## src/rtl/cache_pkg.sv

```systemverilog
// -----------------------------------------------------------------------------
// cache_pkg
// Shared types and constants for the set-associative write-back data cache.
//   cache_state_e : controller states (IDLE, WRITE_BACK, ALLOCATE, REFILL)
//   BLOCK_WORDS   : 32-bit words per cache block (fixed by the 128-bit bus)
//   MEM_W/WORD_W  : memory bus and processor word widths
//   way_bits()    : width of a way index (at least one bit, even for WAYS=1)
// -----------------------------------------------------------------------------
package cache_pkg;

    typedef enum logic [1:0] {
        IDLE       = 2'd0,
        WRITE_BACK = 2'd1,
        ALLOCATE   = 2'd2,
        REFILL     = 2'd3
    } cache_state_e;

    localparam int BLOCK_WORDS = 4;
    localparam int MEM_W       = 128;
    localparam int WORD_W      = 32;
    localparam int ADDR_W      = 30;
    localparam int BLK_ADDR_W  = 28;

    function automatic int way_bits(input int ways);
        return (ways > 1) ? $clog2(ways) : 1;
    endfunction

endpackage

```

## src/rtl/cache_sa_wb_if.sv

```systemverilog
// -----------------------------------------------------------------------------
// cache_sa_wb_if
// Bundles the processor-side (MEM stage) and memory-side signals of the cache.
//   proc_read/proc_write/proc_addr/proc_wdata : request from the pipeline
//   proc_rdata/proc_stall                     : load data and pipeline hold
//   mem_read/mem_write/mem_addr/mem_wdata     : block request to memory
//   mem_rdata/mem_ready                       : refill block and completion
// Modports:
//   slave  : the cache itself
//   master : the surrounding environment (pipeline plus block memory)
// -----------------------------------------------------------------------------
interface cache_sa_wb_if;
    import cache_pkg::*;

    logic                  proc_read;
    logic                  proc_write;
    logic [ADDR_W-1:0]     proc_addr;
    logic [WORD_W-1:0]     proc_wdata;
    logic [WORD_W-1:0]     proc_rdata;
    logic                  proc_stall;
    logic                  mem_read;
    logic                  mem_write;
    logic [BLK_ADDR_W-1:0] mem_addr;
    logic [MEM_W-1:0]      mem_wdata;
    logic [MEM_W-1:0]      mem_rdata;
    logic                  mem_ready;

    modport slave (
        input  proc_read, proc_write, proc_addr, proc_wdata, mem_rdata, mem_ready,
        output proc_rdata, proc_stall, mem_read, mem_write, mem_addr, mem_wdata
    );

    modport master (
        output proc_read, proc_write, proc_addr, proc_wdata, mem_rdata, mem_ready,
        input  proc_rdata, proc_stall, mem_read, mem_write, mem_addr, mem_wdata
    );

endinterface

```

## src/rtl/cache_lru.sv

```systemverilog
// -----------------------------------------------------------------------------
// cache_lru
// True-LRU age tracking for every set. Each way holds an age in 0..WAYS-1;
// ages within a set always form a permutation, age 0 = most recently used.
// Ports:
//   clk, proc_reset : clock, asynchronous active-high reset
//   i_upd_en        : record an access to way i_upd_way of set i_set
//   i_set           : set being accessed / queried
//   i_upd_way       : way being accessed
//   o_victim        : way of set i_set whose age is WAYS-1 (least recent)
// -----------------------------------------------------------------------------
module cache_lru
    import cache_pkg::*;
#(
    parameter  int SET_BITS = 2,
    parameter  int WAYS     = 2,
    localparam int WAY_W    = way_bits(WAYS)
) (
    input  logic                clk,
    input  logic                proc_reset,
    input  logic                i_upd_en,
    input  logic [SET_BITS-1:0] i_set,
    input  logic [WAY_W-1:0]    i_upd_way,
    output logic [WAY_W-1:0]    o_victim
);

    localparam int SETS = 1 << SET_BITS;

    logic [WAY_W-1:0] r_age [SETS][WAYS];
    logic [WAY_W-1:0] w_old_age;
    logic [WAY_W-1:0] w_victim;

    assign w_old_age = r_age[i_set][i_upd_way];

    // Age update: accessed way becomes youngest, younger ways age by one.
    // Reset seeds each set with ages equal to the way index so the set
    // starts out as a valid permutation (all-zero ages would never age).
    always_ff @(posedge clk or posedge proc_reset) begin
        if (proc_reset) begin
            for (int s = 0; s < SETS; s++) begin
                for (int w = 0; w < WAYS; w++) begin
                    r_age[s][w] <= WAY_W'(w);
                end
            end
        end else if (i_upd_en) begin
            for (int w = 0; w < WAYS; w++) begin
                if (WAY_W'(w) == i_upd_way) begin
                    r_age[i_set][w] <= {WAY_W{1'b0}};
                end else if (r_age[i_set][w] < w_old_age) begin
                    r_age[i_set][w] <= r_age[i_set][w] + WAY_W'(1);
                end
            end
        end
    end

    // Victim lookup: the unique way carrying the oldest age.
    always_comb begin
        w_victim = {WAY_W{1'b0}};
        for (int w = 0; w < WAYS; w++) begin
            w_victim = (r_age[i_set][w] == WAY_W'(WAYS - 1)) ? WAY_W'(w) : w_victim;
        end
    end

    assign o_victim = w_victim;

endmodule

```

## src/rtl/cache_sa_wb.sv

```systemverilog
// -----------------------------------------------------------------------------
// cache_sa_wb
// Set-associative, write-back, write-allocate data cache between the MEM
// stage and a 128-bit block memory. Blocks are 4 x 32-bit words.
// Ports:
//   clk, proc_reset : clock, asynchronous active-high reset
//   bus             : cache_sa_wb_if.slave (processor and memory signals)
//   hit_cnt/miss_cnt: performance counters, present only when the macro
//                     CACHE_PERF_CNT_EN is defined
// Parameters:
//   SET_BITS : log2(number of sets); index = proc_addr[SET_BITS+1:2]
//   WAYS     : associativity, 1, 2 or 4
// Memory-side outputs are registered; proc_rdata/proc_stall are combinational.
// -----------------------------------------------------------------------------
module cache_sa_wb
    import cache_pkg::*;
#(
    parameter int SET_BITS = 2,
    parameter int WAYS     = 2
) (
    input  logic         clk,
    input  logic         proc_reset,
    cache_sa_wb_if.slave bus
`ifdef CACHE_PERF_CNT_EN
    ,
    output logic [31:0]  hit_cnt,
    output logic [31:0]  miss_cnt
`endif
);

    localparam int TAG_W = 28 - SET_BITS;
    localparam int SETS  = 1 << SET_BITS;
    localparam int WAY_W = way_bits(WAYS);

    // Cache storage, indexed [way][set]
    logic                  r_valid [WAYS][SETS];
    logic                  r_dirty [WAYS][SETS];
    logic [TAG_W-1:0]      r_tag   [WAYS][SETS];
    logic [MEM_W-1:0]      r_data  [WAYS][SETS];

    cache_state_e          r_state;
    cache_state_e          w_state_nx;

    logic                  r_mem_read,  w_mem_read_nx;
    logic                  r_mem_write, w_mem_write_nx;
    logic [BLK_ADDR_W-1:0] r_mem_addr,  w_mem_addr_nx;
    logic [MEM_W-1:0]      r_mem_wdata, w_mem_wdata_nx;

    logic [BLK_ADDR_W-1:0] r_miss_blk;
    logic [WAY_W-1:0]      r_victim;

    logic [SET_BITS-1:0]   w_index;
    logic [TAG_W-1:0]      w_tag;
    logic [1:0]            w_off;
    logic [SET_BITS-1:0]   w_miss_index;
    logic [TAG_W-1:0]      w_miss_tag;

    logic                  w_req;
    logic [WAYS-1:0]       w_way_match;
    logic                  w_hit;
    logic [WAY_W-1:0]      w_hit_way;
    logic [MEM_W-1:0]      w_hit_block;
    logic [WAY_W-1:0]      w_lru_victim;
    logic [WAY_W-1:0]      w_victim;

    logic                  w_miss_det;
    logic                  w_fill;
    logic                  w_wr_hit;
    logic                  w_lru_upd;

    assign w_index      = bus.proc_addr[SET_BITS+1:2];
    assign w_tag        = bus.proc_addr[29:SET_BITS+2];
    assign w_off        = bus.proc_addr[1:0];
    assign w_miss_index = r_miss_blk[SET_BITS-1:0];
    assign w_miss_tag   = r_miss_blk[BLK_ADDR_W-1:SET_BITS];
    assign w_req        = bus.proc_read | bus.proc_write;

    // Tag compare across all ways of the addressed set.
    always_comb begin
        w_way_match = {WAYS{1'b0}};
        w_hit_way   = {WAY_W{1'b0}};
        for (int w = 0; w < WAYS; w++) begin
            w_way_match[w] = r_valid[w][w_index] && (r_tag[w][w_index] == w_tag);
            w_hit_way      = w_way_match[w] ? WAY_W'(w) : w_hit_way;
        end
    end

    assign w_hit       = |w_way_match;
    assign w_hit_block = r_data[w_hit_way][w_index];

    // Victim: lowest-index invalid way wins over the LRU choice.
    always_comb begin
        w_victim = w_lru_victim;
        for (int w = WAYS - 1; w >= 0; w--) begin
            w_victim = r_valid[w][w_index] ? w_victim : WAY_W'(w);
        end
    end

    generate
        if (WAYS > 1) begin : g_lru
            cache_lru #(
                .SET_BITS (SET_BITS),
                .WAYS     (WAYS)
            ) u_lru (
                .clk        (clk),
                .proc_reset (proc_reset),
                .i_upd_en   (w_lru_upd),
                .i_set      (w_index),
                .i_upd_way  (w_hit_way),
                .o_victim   (w_lru_victim)
            );
        end else begin : g_no_lru
            assign w_lru_victim = {WAY_W{1'b0}};
        end
    endgenerate

    // Next-state and next memory-side register values.
    always_comb begin
        w_state_nx     = r_state;
        w_mem_read_nx  = r_mem_read;
        w_mem_write_nx = r_mem_write;
        w_mem_addr_nx  = r_mem_addr;
        w_mem_wdata_nx = r_mem_wdata;
        w_miss_det     = 1'b0;
        w_fill         = 1'b0;
        w_wr_hit       = 1'b0;
        w_lru_upd      = 1'b0;
        case (r_state)
            IDLE: begin
                w_mem_read_nx  = 1'b0;
                w_mem_write_nx = 1'b0;
                w_mem_addr_nx  = {BLK_ADDR_W{1'b0}};
                w_mem_wdata_nx = {MEM_W{1'b0}};
                if (w_req && w_hit) begin
                    w_lru_upd = 1'b1;
                    w_wr_hit  = bus.proc_write;
                end else if (w_req) begin
                    w_miss_det = 1'b1;
                    // Only valid ways can be dirty, so dirty alone decides.
                    if (r_dirty[w_victim][w_index]) begin
                        w_state_nx     = WRITE_BACK;
                        w_mem_write_nx = 1'b1;
                        w_mem_addr_nx  = {r_tag[w_victim][w_index], w_index};
                        w_mem_wdata_nx = r_data[w_victim][w_index];
                    end else begin
                        w_state_nx    = ALLOCATE;
                        w_mem_read_nx = 1'b1;
                        w_mem_addr_nx = bus.proc_addr[29:2];
                    end
                end else begin
                    w_state_nx = IDLE;
                end
            end
            WRITE_BACK: begin
                if (bus.mem_ready) begin
                    w_state_nx     = ALLOCATE;
                    w_mem_write_nx = 1'b0;
                    w_mem_read_nx  = 1'b1;
                    w_mem_addr_nx  = r_miss_blk;
                    w_mem_wdata_nx = {MEM_W{1'b0}};
                end else begin
                    w_state_nx = WRITE_BACK;
                end
            end
            ALLOCATE: begin
                if (bus.mem_ready) begin
                    w_state_nx    = REFILL;
                    w_fill        = 1'b1;
                    w_mem_read_nx = 1'b0;
                    w_mem_addr_nx = {BLK_ADDR_W{1'b0}};
                end else begin
                    w_state_nx = ALLOCATE;
                end
            end
            REFILL: begin
                w_state_nx     = IDLE;
                w_mem_read_nx  = 1'b0;
                w_mem_write_nx = 1'b0;
                w_mem_addr_nx  = {BLK_ADDR_W{1'b0}};
                w_mem_wdata_nx = {MEM_W{1'b0}};
            end
            default: begin
                w_state_nx     = IDLE;
                w_mem_read_nx  = 1'b0;
                w_mem_write_nx = 1'b0;
                w_mem_addr_nx  = {BLK_ADDR_W{1'b0}};
                w_mem_wdata_nx = {MEM_W{1'b0}};
            end
        endcase
    end

    // State register.
    always_ff @(posedge clk or posedge proc_reset) begin
        if (proc_reset) begin
            r_state <= IDLE;
        end else begin
            r_state <= w_state_nx;
        end
    end

    // Registered memory-side outputs; the async reset drops requests at once.
    always_ff @(posedge clk or posedge proc_reset) begin
        if (proc_reset) begin
            r_mem_read  <= 1'b0;
            r_mem_write <= 1'b0;
            r_mem_addr  <= {BLK_ADDR_W{1'b0}};
            r_mem_wdata <= {MEM_W{1'b0}};
        end else begin
            r_mem_read  <= w_mem_read_nx;
            r_mem_write <= w_mem_write_nx;
            r_mem_addr  <= w_mem_addr_nx;
            r_mem_wdata <= w_mem_wdata_nx;
        end
    end

    // Miss context: the fill works from these, not from proc_addr.
    always_ff @(posedge clk or posedge proc_reset) begin
        if (proc_reset) begin
            r_miss_blk <= {BLK_ADDR_W{1'b0}};
            r_victim   <= {WAY_W{1'b0}};
        end else if (w_miss_det) begin
            r_miss_blk <= bus.proc_addr[29:2];
            r_victim   <= w_victim;
        end
    end

    // Storage update: block refill or single-word write merge.
    always_ff @(posedge clk or posedge proc_reset) begin
        if (proc_reset) begin
            for (int w = 0; w < WAYS; w++) begin
                for (int s = 0; s < SETS; s++) begin
                    r_valid[w][s] <= 1'b0;
                    r_dirty[w][s] <= 1'b0;
                    r_tag[w][s]   <= {TAG_W{1'b0}};
                    r_data[w][s]  <= {MEM_W{1'b0}};
                end
            end
        end else if (w_fill) begin
            r_data[r_victim][w_miss_index]  <= bus.mem_rdata;
            r_valid[r_victim][w_miss_index] <= 1'b1;
            r_dirty[r_victim][w_miss_index] <= 1'b0;
            r_tag[r_victim][w_miss_index]   <= w_miss_tag;
        end else if (w_wr_hit) begin
            r_data[w_hit_way][w_index][{w_off, 5'd0} +: WORD_W] <= bus.proc_wdata;
            r_dirty[w_hit_way][w_index] <= 1'b1;
        end
    end

    assign bus.proc_rdata = w_hit ? w_hit_block[{w_off, 5'd0} +: WORD_W] : {WORD_W{1'b0}};
    assign bus.proc_stall = w_req & ((r_state != IDLE) | ~w_hit);
    assign bus.mem_read   = r_mem_read;
    assign bus.mem_write  = r_mem_write;
    assign bus.mem_addr   = r_mem_addr;
    assign bus.mem_wdata  = r_mem_wdata;

`ifdef CACHE_PERF_CNT_EN
    logic        r_after_refill;
    logic [31:0] r_hit_cnt;
    logic [31:0] r_miss_cnt;
    logic        w_hit_access;

    assign w_hit_access = (r_state == IDLE) & w_req & w_hit;

    // Hit/miss counters; the re-hit right after a refill belongs to the miss.
    always_ff @(posedge clk or posedge proc_reset) begin
        if (proc_reset) begin
            r_after_refill <= 1'b0;
            r_hit_cnt      <= 32'd0;
            r_miss_cnt     <= 32'd0;
        end else begin
            r_after_refill <= (r_state == REFILL);
            if (w_hit_access && !r_after_refill) begin
                r_hit_cnt <= r_hit_cnt + 32'd1;
            end
            if (w_miss_det) begin
                r_miss_cnt <= r_miss_cnt + 32'd1;
            end
        end
    end

    assign hit_cnt  = r_hit_cnt;
    assign miss_cnt = r_miss_cnt;
`endif

endmodule

```

## src/flat_wrapper.sv

```systemverilog
// flat-port wrapper written by rule: the top's interface ports become plain ports
module cache_sa_wb_flat import cache_pkg::*;
#(
    parameter int SET_BITS = 2,
    parameter int WAYS     = 2
)
  (clk, proc_reset, bus_proc_read, bus_proc_write, bus_proc_addr, bus_proc_wdata, bus_mem_rdata, bus_mem_ready, bus_proc_rdata, bus_proc_stall, bus_mem_read, bus_mem_write, bus_mem_addr, bus_mem_wdata);
  cache_sa_wb_if bus_i ();
  input  logic clk;
  input  logic proc_reset;
  input wire logic [$bits(bus_i.proc_read)-1:0] bus_proc_read;
  input wire logic [$bits(bus_i.proc_write)-1:0] bus_proc_write;
  input wire logic [$bits(bus_i.proc_addr)-1:0] bus_proc_addr;
  input wire logic [$bits(bus_i.proc_wdata)-1:0] bus_proc_wdata;
  input wire logic [$bits(bus_i.mem_rdata)-1:0] bus_mem_rdata;
  input wire logic [$bits(bus_i.mem_ready)-1:0] bus_mem_ready;
  output wire logic [$bits(bus_i.proc_rdata)-1:0] bus_proc_rdata;
  output wire logic [$bits(bus_i.proc_stall)-1:0] bus_proc_stall;
  output wire logic [$bits(bus_i.mem_read)-1:0] bus_mem_read;
  output wire logic [$bits(bus_i.mem_write)-1:0] bus_mem_write;
  output wire logic [$bits(bus_i.mem_addr)-1:0] bus_mem_addr;
  output wire logic [$bits(bus_i.mem_wdata)-1:0] bus_mem_wdata;
  assign bus_i.proc_read = bus_proc_read;
  assign bus_i.proc_write = bus_proc_write;
  assign bus_i.proc_addr = bus_proc_addr;
  assign bus_i.proc_wdata = bus_proc_wdata;
  assign bus_i.mem_rdata = bus_mem_rdata;
  assign bus_i.mem_ready = bus_mem_ready;
  assign bus_proc_rdata = bus_i.proc_rdata;
  assign bus_proc_stall = bus_i.proc_stall;
  assign bus_mem_read = bus_i.mem_read;
  assign bus_mem_write = bus_i.mem_write;
  assign bus_mem_addr = bus_i.mem_addr;
  assign bus_mem_wdata = bus_i.mem_wdata;
  cache_sa_wb #(.SET_BITS(SET_BITS), .WAYS(WAYS)) u_core (.clk(clk), .proc_reset(proc_reset), .bus(bus_i));
endmodule
```

## config.mk

```make
export PLATFORM = sky130hd
export DESIGN_NAME = cache_sa_wb_flat
export DESIGN_NICKNAME = d
export VERILOG_FILES = /design/src/rtl/cache_pkg.sv /design/src/rtl/cache_sa_wb_if.sv /design/src/rtl/cache_lru.sv /design/src/rtl/cache_sa_wb.sv /design/src/flat_wrapper.sv
export SDC_FILE = /design/constraint.sdc
export NUM_CORES = 2
export LEC_CHECK = 0
export CORE_MARGIN = 2
export CORE_UTILIZATION = 40
export DETAILED_ROUTE_END_ITERATION = 8
export SYNTH_ARGS = -nofsm -noshare
export SYNTH_HDL_FRONTEND = slang
export SYNTH_HIERARCHICAL = 1
export SYNTH_SLANG_ARGS = --single-unit
export TNS_END_PERCENT = 20
```

## constraint.sdc

```tcl
create_clock -name clk -period 112.7 [get_ports clk]
set_input_delay 16.905 -clock clk [delete_from_list [all_inputs] [get_ports clk]]
set_output_delay 16.905 -clock clk [all_outputs]
set_load 0.05 [all_outputs]
```

* After elaboration in Yosys (flattened, before gate mapping)
Index checks and enable logic that the tools add are counted.
** Word-level totals
- Flip-flop bits (word level) :: 1445
- Bits in latches :: 0
- Bits in writable memories :: 0
- Bits in read-only memories :: 0
- Output and inout port bits :: 191
- Logic and storage cells :: 224
- Memories kept :: 0
** Cells by class
- $add $sub $neg :: 3
- $mul :: 0
- Div/mod/pow operators :: 0
- Order comparisons :: 11
- Eq/ne operators :: 8
- Shift operators :: 3
- Mux-type cells :: 121
- Bitwise operators :: 17
- Reduce and logical (&&, ||, !) cells :: 14
** Operators with widths (number)
- 512-bit two-way mux :: 8
- 1024-bit bitwise mux :: 2
- 1024-bit two-way mux :: 2
- 128-bit two-way mux :: 10
- 512-bit demux with 1-bit select :: 2
- 128-bit binary-select mux with 2-bit select :: 2
- 128-bit demux with 2-bit select :: 2
- 104-bit two-way mux :: 4
- 128-bit one-hot mux with 3 select lines :: 1
- 208-bit bitwise mux :: 1
- 26-bit two-way mux :: 7
- 26-bit binary-select mux with 2-bit select :: 3
- 28-bit two-way mux :: 5
- 32-bit by 9-bit variable shift with 128-bit output (first input constant) :: 1
- 128-bit by 8-bit variable part select with 32-bit output :: 1
- 32-bit by 9-bit variable part select with 128-bit output :: 1
- 28-bit one-hot mux with 4 select lines :: 1
- 104-bit demux with 1-bit select :: 1
- 8-bit two-way mux :: 7
- 26-bit demux with 2-bit select :: 1
- 26-bit == test :: 2
- 1-bit two-way mux :: 34
- 32-bit two-way mux :: 1
- 8-bit AND :: 3
- 34 further kinds :: 75

* Depth between registers and ports, before layout
- Word-level depth :: 18
- Depth in mapped cells :: 18

* Hierarchy
The synthesis kept the hierarchy.
** Modules (own cells, without submodules)
- cache_sa_wb :: times used 1, cells an instance 8777, area each 83164.8 um^2, sequential area each 35959.5 um^2
- cache_lru :: times used 1, cells an instance 41, area each 456.7 um^2, sequential area each 205.2 um^2

* Worst setup path after synthesis
Ideal clock, no wire load.
- Kind :: in2out
- From :: input bus_proc_addr[2]
- To :: output bus_proc_rdata[14]
- Data arrival time :: 21379 ps
- Data required time :: 95795 ps
- Slack :: 74416 ps
- Stages :: 13
- Path buffers :: 4
- Cells stage by stage :: buf_6 buf_12 buf_8 mux4_2 xnor2_1 nand2_1 or3_1 or4b_1 buf_2 mux2_2 o22ai_1 a32o_1 o311ai_0
** On the way
- Word-level cells in the longest chain between the ends :: 16
- Elaborated cells on any way between the ends :: 28
- Those cells by class :: eq/ne (2); shift (1); mux (20); bitwise (2); reduce/logical (3)
** Ends and longest elaborated chain
- start: declaration :: RTL line flat_wrapper.sv:13 : input wire logic [$bits(bus_i.proc_addr)-1:0] bus_proc_addr;
- 2-bit inverter with 3-bit output (not written as such) * :: RTL line cache_sa_wb.sv:83, cache_sa_wb.sv:89
- 26-bit binary-select mux with 2-bit select :: RTL line cache_sa_wb.sv:83 : w_way_match[w] = r_valid[w][w_index] && (r_tag[w][w_index] == w_tag);
- 26-bit two-way mux (not written as such) (2 in series) :: RTL line cache_sa_wb.sv:83
- 26-bit == test :: RTL line cache_sa_wb.sv:83
- 1-bit logical AND :: RTL line cache_sa_wb.sv:83
- 1-bit two-way mux :: RTL line cache_sa_wb.sv:84 : w_hit_way = w_way_match[w] ? WAY_W'(w) : w_hit_way;
- 1-bit inverter with 2-bit output (not written as such) :: RTL line cache_sa_wb.sv:89 : assign w_hit_block = r_data[w_hit_way][w_index];
- 512-bit two-way mux (not written as such) (3 in series) :: RTL line cache_sa_wb.sv:89
- 128-bit binary-select mux with 2-bit select :: RTL line cache_sa_wb.sv:89
- 128-bit two-way mux (not written as such) (2 in series) :: RTL line cache_sa_wb.sv:89
- 128-bit by 8-bit variable part select with 32-bit output :: RTL line cache_sa_wb.sv:249 : assign bus.proc_rdata = w_hit ? w_hit_block[{w_off, 5'd0} +: WORD_W] : {WORD_W{1'b0}};
- 32-bit two-way mux * :: RTL line cache_sa_wb.sv:249
- end: declaration :: RTL line flat_wrapper.sv:17 : output wire logic [$bits(bus_i.proc_rdata)-1:0] bus_proc_rdata;
Every way passes the cells marked *; elsewhere a longest branch is shown, timed or not. The select of a mux whose other input is x is not followed.

* Final worst setup path
- From :: input bus_proc_addr[2]
- To :: output bus_proc_rdata[30]
Same word-level chain as after synthesis.

==> run_results.csv <==
group,metric,value,unit
cts,cts_tree,"yes",
cts,clk_pin_slew,0.06,ns
logic_synthesis,synth_top_area_share,43.1,%
final_layout,syn2layout_area_growth,14.1,%
sta,hold_viol_final,0,
cts,cts_setup_buffers,0,
sta,period_minus_slack,41.76,ns
sta,worst_hold_slack,0.462,ns
sta,fin_crit_sh,37.1,%
critical_path,critPathArrivalTime,24.86,ns
floorplan,placeableCoreArea,0.207,mm2
sta,worstMarginPinSlew,1.47,ns
logic_synthesis,synth-async-reset-ratio,100,%
placement,hpwl,242000,um
sta,timing.slew.headroom,1.37,%
power,vdd_drop_max,0.0000229,V
critical_path,worst_path_most_repeated_cell,"buf_4",
power,leakagePower,39.1,nW
critical_path,r2r_slack,106.82,ns
grt,grt_max_degree,167,
hold_path,hp-class,"reg -> reg",
logic_synthesis,yosysUniqueCellTypes,90,
critical_path,path_cells,"buf_8 > buf_4 > buf_4 > mux4_2 > xnor2_1 > nand4_1 > nor4_1 > nand4_1 > buf_4 > buf_4 > buf_4 > nand2_1 > buf_4 > o22ai_1 > a221o_1 > a221oi_1 > clkdlybuf4s50_1",
final_layout,fill_cells,19300,
routing,drtAntennaViolNets,0,
routing,wl_per_cell,35.6,um
sta,skew,0.0625,ns
final_layout,nets,8868,
logic_synthesis,synth_flop_cell,"dfrtp_1",
floorplan,pin_count,386,
logic_synthesis,seq_area_frac_synth,43.2,%
grt,grt_pass1_wl,580000,um
floorplan,die_x,461,um
logic_synthesis,netlist_instances,8818,
critical_path,crit_path_max_incr_delay,1.20,ns
critical_path,cp.depth,17,
sta,setup_viol,0,
logic_synthesis,syn_avg_cell_area,9.48,um2
sta,grt_setup_unrepaired,"false",
floorplan,start_util,40.3,%
logic_synthesis,ys_seq_elements,1445,
critical_path,cp.required,95.79,ns
status,status,"finished, final reports clean",
cts,ctsResizeCount,0,
logic_synthesis,synthesis.nets,9018,
power,power_density,21.5,mW/mm2
sta,fmax,0.0239,GHz
final_layout,drive_gt1_share,19.0,%
critical_path,cp_max_fo,48,
sta,slew_violations,0,
logic_synthesis,synth_most_common_cell,"nand2_1",
grt,antenna_found_initial,93,
routing,wirelength,414000,um
grt,track_usage,37.9,%
routing,drc,0,
logic_synthesis,synth.top_cells.by_count,"2400 x nand2_1, 1441 x dfrtp_1, 919 x mux2_2",
critical_path,cp-start-kind,"input port",
cts,clk_latency,0.89,ns
routing,drt-initial-drc-count,12900,
hold_path,hold_depth,1,
run,drv_cap,0,
logic_synthesis,synthesis.area,0.0836,mm2
cts,clock-sinks,1445,
placement,io_buffer_count,385,
cts,cts_buffers,167,
floorplan,die_y,461,um
floorplan,die_area,0.213,mm2
critical_path,critPathKind,"in -> out",
critical_path,end_kind,"output port",
critical_path,cp_slowest_cell,"a221oi_1",
placement,gp_congestion,1.01,
cts,root_buffer,"clkbuf_16",
critical_path,reg2reg_depth,12,
routing,dr_total_vias,80400,
grt,grt_pass1_vias,76600,
critical_path,path_buf_inv,8,
critical_path,critical-path-top-delay-family,"buffers and inverters",
cts,cts-htree-levels,4,
floorplan,fp-row-count,167,
cts,ctsHoldBuffers,0,
routing,drt_first_pass_iters,9,
logic_synthesis,yosysWarnings,6,
cts,clk_path_buf_depth,3,
logic_synthesis,synth_edf_count,0,
logic_synthesis,yosysTopAreaCell,"dfrtp_1",
sta,tns,0,ns
routing,post_drt_via_cell_ratio,6.90,
grt,grt_overflow,0,
logic_synthesis,synthTopCellsByArea,"dfrtp_1 43%, mux2_2 12%, nand2_1 11%",
final cells by class:
class	instances	area, um2	share of cell area (%)
sequential	1445	36200	37.9
antenna	67	168	0.176
clock inverter	50	729	0.764
multi-input combinational	6446	44300	46.4
clock buffer	245	4940	5.18
timing repair buffer	580	5550	5.81
inverter	28	115	0.121
tap	2788	3490	3.66
metal layers:
layer / part of all wire (%) / global-route usage, % / wire length, um / vias up
li1: - / - / - / 31500
met1: 35 / 45.6 / 145000 / 39900
met2: 40 / 51.5 / 168000 / 6957
met3: 15 / 17.5 / 63900 / 1968
met4: 9.0 / 30.7 / 37400 / 76
met5: 0.12 / 0 / 491 / -
logic make-up after synthesis:
kind of cell	count (synthesis)	synth area share, %
AOI/OAI and AO/OA	1937	15.5
xor gates and xnor gates	43	0.450
adders and majority gates	5	0.0748
buffers and inverters	927	4.48
DFF	1445	43.2
muxes	1494	22.0
and+or+nand+nor	2967	14.2
worst reg2reg max path, stage by stage, from the launching register on:
cell       delay (ns)
dfrtp_1          0.41
mux4_2           0.49
xnor2_1          0.49
o2111ai_1        0.24
nand2b_1         0.24
or4_1            0.83
o22ai_4          0.34
buf_4            0.46
or2_2            0.20
buf_4            0.62
nor2_4           0.39
buf_4            0.62
a32o_1           0.45
worst paths after layout:
| kind | startpoint | end |
|---|---|---|
| setup reg to reg | u_core/r_tag[2] | u_core/bus.mem_wdata[84] |
| max in group asynchronous | proc_reset | u_core/bus.mem_wdata[55] |
| hold / removal | u_core/r_valid[1] | u_core/r_valid[1] |
| setup / recovery | bus_proc_addr[2] | bus_proc_rdata[30] |
| hold reg to reg | u_core/r_valid[1] | u_core/r_valid[1] |
| min in group asynchronous | proc_reset | u_core/g_lru.u_lru/r_age[7] |
cells in the final DEF (no fill, tap or decap), types with 24 or more instances in the layout:
cell type        instances
nand2_1               2384
dfrtp_1               1441
mux2_2                 919
o21ai_0                826
clkdlybuf4s50_1        381
mux2i_1                352
o211ai_1               335
a32oi_1                226
mux4_2                 179
buf_4                  178
nor2_1                 173
clkbuf_16              169
nand3_1                141
a32o_1                 115
o22ai_1                 81
a21oi_1                 80
diode_2                 67
mux2_1                  44
clkbuf_8                43
nand4_1                 41
nor3_1                  41
xnor2_1                 40
and2_1                  35
a221o_1                 34
clkbuf_1                33
o221ai_1                32
nor2_4                  25
inv_1                   24
power breakdown:
part	internal, mW	leakage, nW	total (mW)	switching, mW
combinational	0.245	16.8	0.693	0.448
clock	0.334	2.79	0.576	0.242
sequential	0.650	19.5	0.787	0.137
total	1.23	39.1	2.06	0.827
stage by stage:
step                      instance area (um2)  cells  setup WS, ns  power [mW]  util, %
after floorplan                         83600   8818         55.27        1.18        -
after global placement                  89600  11300         71.79        1.44     43.2
after detailed placement                89600  11300         71.71        1.45     43.2
after CTS                               95300  11600         71.71        2.02     45.9
after global routing                    95400  11600         71.00        2.11     46.0
final                                   95400  11600         70.94        2.06     46.0
flip-flops by register name (all words and copies together) (netlist names):
signal                    count
u_core/bus.mem_addr          28
u_core/bus.mem_read           1
u_core/bus.mem_wdata        128
u_core/bus.mem_write          1
u_core/g_lru.u_lru/r_age      8
u_core/r_data              1024
u_core/r_dirty                8
u_core/r_miss_blk            28
u_core/r_state                2
u_core/r_tag                208
u_core/r_valid                8
u_core/r_victim               1
Note: power is estimated with default switching activity, not from simulation.
